--- src/rtl/multiplier_seq.sv ---
// 32x32 unsigned shift-add multiplier, one adder pass per cycle.
// Ports: clk, rst_n, start, a, b in; busy, done, product[63:0] out.

module adder_word (
  input  logic [31:0] a_i,
  input  logic [31:0] b_i,
  input  logic        carry_in_i,
  output logic [31:0] sum_o,
  output logic        carry_out_o
);

  assign {carry_out_o, sum_o} =
    {1'b0, a_i} + {1'b0, b_i} + {32'b0, carry_in_i};

endmodule

module multiplier_seq (
  input  logic        clk,
  input  logic        rst_n,
  input  logic        start,
  input  logic [31:0] a,
  input  logic [31:0] b,
  output logic        busy,
  output logic        done,
  output logic [63:0] product
);

  typedef enum logic [1:0] {
    S_IDLE,
    S_RUN,
    S_DONE
  } state_e;

  state_e      state_q, state_d;
  logic [64:0] p_q, p_d;
  logic [31:0] m_q, m_d;
  logic [5:0]  cnt_q, cnt_d;

  logic [31:0] add_s;
  logic        add_c;

  adder_word u_add (
    .a_i         (p_q[63:32]),
    .b_i         (m_q),
    .carry_in_i  (1'b0),
    .sum_o       (add_s),
    .carry_out_o (add_c)
  );

  always_ff @(posedge clk or negedge rst_n) begin
    if (!rst_n) begin
      state_q <= S_IDLE;
      p_q     <= '0;
      m_q     <= '0;
      cnt_q   <= '0;
    end else begin
      state_q <= state_d;
      p_q     <= p_d;
      m_q     <= m_d;
      cnt_q   <= cnt_d;
    end
  end

  always_comb begin
    state_d = state_q;
    p_d     = p_q;
    m_d     = m_q;
    cnt_d   = cnt_q;
    unique case (state_q)
      S_IDLE: begin
        if (start) begin
          m_d     = a;
          p_d     = {33'b0, b};
          cnt_d   = '0;
          state_d = S_RUN;
        end
      end
      S_RUN: begin
        // P[64] is always 0 between iterations, so
        // P[64:32] is the un-added {0, upper half}.
        if (p_q[0]) begin
          p_d = {1'b0, add_c, add_s, p_q[31:1]};
        end else begin
          p_d = {1'b0, p_q[64:32], p_q[31:1]};
        end
        cnt_d = cnt_q + 6'd1;
        if (cnt_q == 6'd31) begin
          state_d = S_DONE;
        end
      end
      S_DONE: begin
        state_d = S_IDLE;
      end
      default: begin
        state_d = S_IDLE;
      end
    endcase
  end

  assign busy    = (state_q != S_IDLE);
  assign done    = (state_q == S_DONE);
  assign product = p_q[63:0];

endmodule
--- config.mk ---
export PLATFORM = sky130hd
export DESIGN_NAME = multiplier_seq
export DESIGN_NICKNAME = d
export VERILOG_FILES = /design/src/rtl/multiplier_seq.sv
export SDC_FILE = /design/constraint.sdc
export NUM_CORES = 1
export LEC_CHECK = 0
export BUFFER_PORTS_ARGS = -buffer_cell sky130_fd_sc_hd__buf_2
export CORE_MARGIN = 1
export CORE_UTILIZATION = 30
export DETAILED_ROUTE_END_ITERATION = 16
export PLACE_DENSITY = 0.45
export SETUP_SLACK_MARGIN = 0.05
export SYNTH_ARGS = -nofsm -noshare
export SYNTH_HDL_FRONTEND = slang
export SYNTH_SLANG_ARGS = --single-unit
export TNS_END_PERCENT = 10
--- constraint.sdc ---
create_clock -name clk -period 3.5 [get_ports clk]
set_input_delay 0.7 -clock clk [delete_from_list [all_inputs] [get_ports clk]]
set_output_delay 0.7 -clock clk [all_outputs]
set_load 0.02 [all_outputs]
Word-level counts from Yosys, hierarchy flattened
Cells that the tools add are included.
{"block": "totals", "out_inout_bits": 66, "register_bits": 105, "inputBits": 67, "wordCells": 25}
{"block": "op_classes", "n_mux": 8, "n_addsub": 2, "reduce_logical": 6, "eq_ne": 5}
{"operator": "case mux 65 bit (2 select lines)", "count": 1}
{"operator": "two-way mux 65 bit", "count": 1}
{"operator": "two-way mux 64 bit", "count": 1}
{"operator": "adder 32 x 32 -> 33 bit", "count": 1}
{"operator": "case mux 6 bit (2 select lines)", "count": 1}
{"operator": "adder 6 x 1 -> 6 bit (second input constant)", "count": 1}
{"operator": "== test 6 x 5 -> 1 bit (second input constant)", "count": 1}
{"operator": "two-way mux 6 bit", "count": 1}
{"operator": "AND reduction 2 bit", "count": 3}
{"operator": "two-way mux 2 bit", "count": 2}
{"operator": "!= test 2 bit (second input constant)", "count": 2}
{"operator": "case mux 2 bit (2 select lines)", "count": 1}
{"operator": "nonzero test 2 bit", "count": 2}
{"operator": "== test 2 x 1 -> 1 bit (second input constant)", "count": 1}
{"operator": "== test 2 bit (second input constant)", "count": 1}
{"operator": "zero test 2 bit", "count": 1}

Logic depth before layout (Yosys ltp)
{"block": "depth", "depth_word": 3, "depth_mapped": 9, "depth_no_buf": 9}

Modules after synthesis
From an unflattened synthesis, not the netlist that was laid out.
{"block": "hier_totals", "cells_unflattened": 643, "area_unflattened_um2": 6431.2}
{"mod": "multiplier_seq", "cells_per_inst": 399, "seq_area_each_um2": 2602.5, "area_per_inst_um2": 4680.7, "instances": 1}
{"mod": "adder_word", "cells_per_inst": 244, "seq_area_each_um2": 0.0, "area_per_inst_um2": 1750.4, "instances": 1}

Worst setup path after synthesis
Ideal clock, no wire load.
{"block": "synth_timing", "path_type": "register -> register", "start": "register p_q[32]", "end": "register p_q[55]", "n_path_buf": 0, "path_stages_with_launch": 10, "slack_ns": 0.852, "required_ns": 3.371, "period_less_slack_ns": 2.648, "setup_time_ns": 0.129, "t_arrival_ns": 2.519, "cell_sequence": "dfrtp_1 -> ha_1 -> fa_1 -> a21o_2 -> a221o_1 -> a311oi_2 -> nor2_2 -> a31oi_1 -> xor2_1 -> o21ai_1"}
{"block": "synth_via", "elab_chain_cells": 3}
{"element": "from (decl)", "line_no": "35", "rtl": "logic [64:0] p_q, p_d;"}
{"element": "from (signal assigned)", "line_no": "58", "rtl": "p_q <= p_d;"}
{"element": "adder 32 x 32 -> 33 bit", "line_no": "13", "rtl": "{1'b0, a_i} + {1'b0, b_i} + {32'b0, carry_in_i};"}
{"element": "two-way mux 64 bit", "line_no": "81", "rtl": "if (p_q[0]) begin"}
{"element": "case mux 65 bit (2 select lines)", "line_no": "69", "rtl": "unique case (state_q)"}
Every way passes these cells.
A chain may end at the register's enable or synchronous reset.

Worst setup path in the final report
{"block": "layout_timing", "start": "register p_q[32]", "end": "register p_q[61]"}
Same word-level chain as after synthesis.

==> run metrics <==
status=complete, no violations; hpwl dp=between 10 and 15 mm; area grow syn2layout=20.8%; crit path from=p_q[32]; synth top area cells=dfrtp_1 43%, ha_1 6.8%, mux2_2 5.9%; # Max-Cap Violations=0; CP required=~3.7 ns; initial antenna violation count=0; postcts setup bufs=0; Critical Path Most Common Cell=a31oi_1; CTS Root Cell=clkbuf_16; Setup TNS=0 ns; CTS resizes=0; largest net degree at the start of global routing=~50; Final Max Tran Viols=0; DP Area=0.00701 mm²; worst-path cell with the longest stage delay=dfrtp_1; Clock Skew=about 0.013 ns; first-pass GRT wire length=27.5 mm; P_leak=~3.3 nW; P per Cell Area=1030 mW/mm²; Die Wd=roughly 140 µm; First DRT Iteration DRCs=around 300; Clk pin slew, worst setup/hold paths=around 0.09 ns; crit path max fanout=4; vias in the first global route=roughly 5300; drt wl/cell=roughly 17 µm; worst-path cell chain=ha_1 > fa_1 > a21o_2 > a221o_1 > nand4_1 > a31oi_1 > a21boi_0 > xor2_1 > a31oi_1; H-tree Lvls=3; fillcell total=2063; Register Area=approximately 0.0026 mm²; Total Die Area=around 0.021 mm²; area of the multi-input gates=between 0.003 and 0.004 mm²; Post-Syn Area=between 0.006 and 0.007 mm²; Pre-antenna DRT Iters=5; n_diodes=0; Via-to-Cell Ratio=5.15; Ports=133; Warnings, synthesis=0; # rows=51; final worst path period share=81.5%; most frequent cell after synthesis=dfrtp_1; total gr overflow=0; FF-to-FF End=p_q[61]; net count after synthesis=741; post-route DRC violation count=0; GPL Wtd Cong=between 0.8 and 0.9; CP Class=reg -> reg; DRT antenna net count=0; CP peak stage delay=between 0.4 and 0.5 ns; R2R Setup Slk=around 0.65 ns; final instance area=0.00732 mm²; crit path capture type=flop; sequential-to-total area share from yosys stat=42.9%; Synth Flop Type=dfrtp_1; port bufs=between 100 and 150; setup ws final=approximately 0.65 ns; Synth cell types=57; Hold Fails Final Rpt=0; dpl ws=0.695 ns; Worst-Margin Slew=~0.97 ns; Die Y=~140 µm; Setup-failing EPs final=0; CTS buffer count=9; layout cells sized above 1=approximately 27%; average size of a mapped cell=between 9 and 10 µm²; CTS Buffer Depth=2; crit path DAT=around 3.1 ns; top cells by count, synth=104 x dfrtp_1, 82 x nor2_1, 49 x o21ai_0, 42 x a21oi_1, 42 x nand2_1; clk sink count=approximately 100; worst hold path class=in -> async; total wire length=approximately 17 mm; GRT Util Overall=17.0%; Yosys reg bits=around 100; Post-synth EDFFs=0; top cell type's share of synthesized area=between 40% and 50%; CP Capture Point=p_q[61]; Worst VDD drop=~0.35 mV; Fmax=between 300 and 400 MHz; unrepaired setup endpoints after global routing=false; r2r startpoint=p_q[32]; Slew HR=a little over a third; core area=approximately 0.020 mm²; Post-layout nets=approximately 860; post-synthesis cell count=640; post-synthesis cell type with the largest combined area=dfrtp_1; length in cells of the worst reg-to-reg path=9; hold-fix buffers at CTS=0; clk_lat worst skew=0.37 ns; Tmin final=~2.9 ns; CTS tree=built; Initial Util=a little under a third; Worst setup SP type=flop; ys async rst share=100%; DR vias=5287
==> where the power goes <==
group          total, mW  switching (mW)  leakage, nW  internal (mW)
Combinational       4.36            2.63         1.89           1.73
Clock               1.05           0.539        0.151          0.514
Sequential          2.17           0.462         1.23           1.70
==> how the worst min path moves through the flow <==
stage	start	to	slack, ns	cells past startpoint
after floorplan	rst_n	cnt_q[0]	0.40	0
after global placement	cnt_q[5]	state_q[1]	0.48	1
after detailed placement	cnt_q[5]	state_q[1]	0.48	1
after CTS	rst_n	p_q[55]	0.39	1
after global routing	rst_n	p_q[55]	0.43	1
final	rst_n	p_q[55]	0.37	1
==> through the flow <==
| step | power [mW] | hold slack (ns) | cells | util, % |
|---|---|---|---|---|
| 3_5_place_dp | 6.54 | 0.484 | 1011 | 35.7 |
| 6_report | 7.57 | 0.375 | 1027 | 37.2 |
| 4_1_cts | 7.65 | 0.390 | 1027 | 37.2 |
| 3_3_place_gp | 6.52 | 0.483 | 1011 | 35.7 |
| 2_1_floorplan | 5.29 | 0.404 | 640 | - |
| 5_1_grt | 8.23 | 0.427 | 1027 | 37.2 |
==> critical path: cells and delay by family (launching register included) <==
kind	cells	cell delay, ns
AOI/OAI and AO/OA	5	1.29
xor gates and xnor gates	1	0.18
adders and majority gates	2	0.66
DFF	1	0.42
and+or+nand+nor	1	0.17
==> placed cells by master (no fill, tap or decap), types with 5 or more instances in the layout <==
cell type / netlist / final
buf_2: 0 / 131
dfrtp_1: 104 / 104
nor2_1: 82 / 82
o21ai_0: 49 / 49
nand2_1: 42 / 41
a21oi_1: 42 / 41
ha_1: 33 / 33
mux2_2: 32 / 32
o22ai_1: 31 / 31
xnor2_1: 17 / 17
a22oi_1: 15 / 15
a21o_1: 13 / 13
nand4_1: 12 / 12
xor2_1: 11 / 11
mux2i_1: 11 / 11
buf_4: 0 / 11
nand3_1: 10 / 10
a31oi_1: 10 / 10
clkbuf_16: 0 / 9
o21a_1: 7 / 7
nor2b_1: 6 / 6
nor3_1: 6 / 6
inv_1: 6 / 6
o21bai_1: 5 / 5
==> registers in the layout, summed over array words and instances, names as in the netlist <==
name and flops:
p_q 64, m_q 32, cnt_q 6, state_q 2
==> kinds of logic after synthesis <==
kind of cell / after synthesis / share of synthesized area [%]
fa+ha+maj: 34 / 7.14
mux: 43 / 7.76
compound gates: 209 / 22.1
buf+inv: 43 / 2.83
xor+xnor: 28 / 4.05
flops: 104 / 42.9
simple gates: 179 / 13.2
==> layer usage <==
layer | part of all wire (%) | global-route usage, % | vias up
met3 | 4.3 | 3.34 | 10
met2 | 48 | 29.0 | 122
met4 | 0.98 | 4.43 | 0
li1 | - | - | 2597
met1 | 46 | 22.0 | 2558
met5 | 0 | 0 | -
==> area by class of cell <==
cell class	instances	area share, %
multi-input cells	493	45.0
flip-flops and latches	104	35.6
well taps	265	4.53
inverters	6	0.308
clock buffers	9	3.08
clock inverters	7	1.15
repair buffers	143	10.4
No activity file was read; power rests on OpenSTA's default activity.
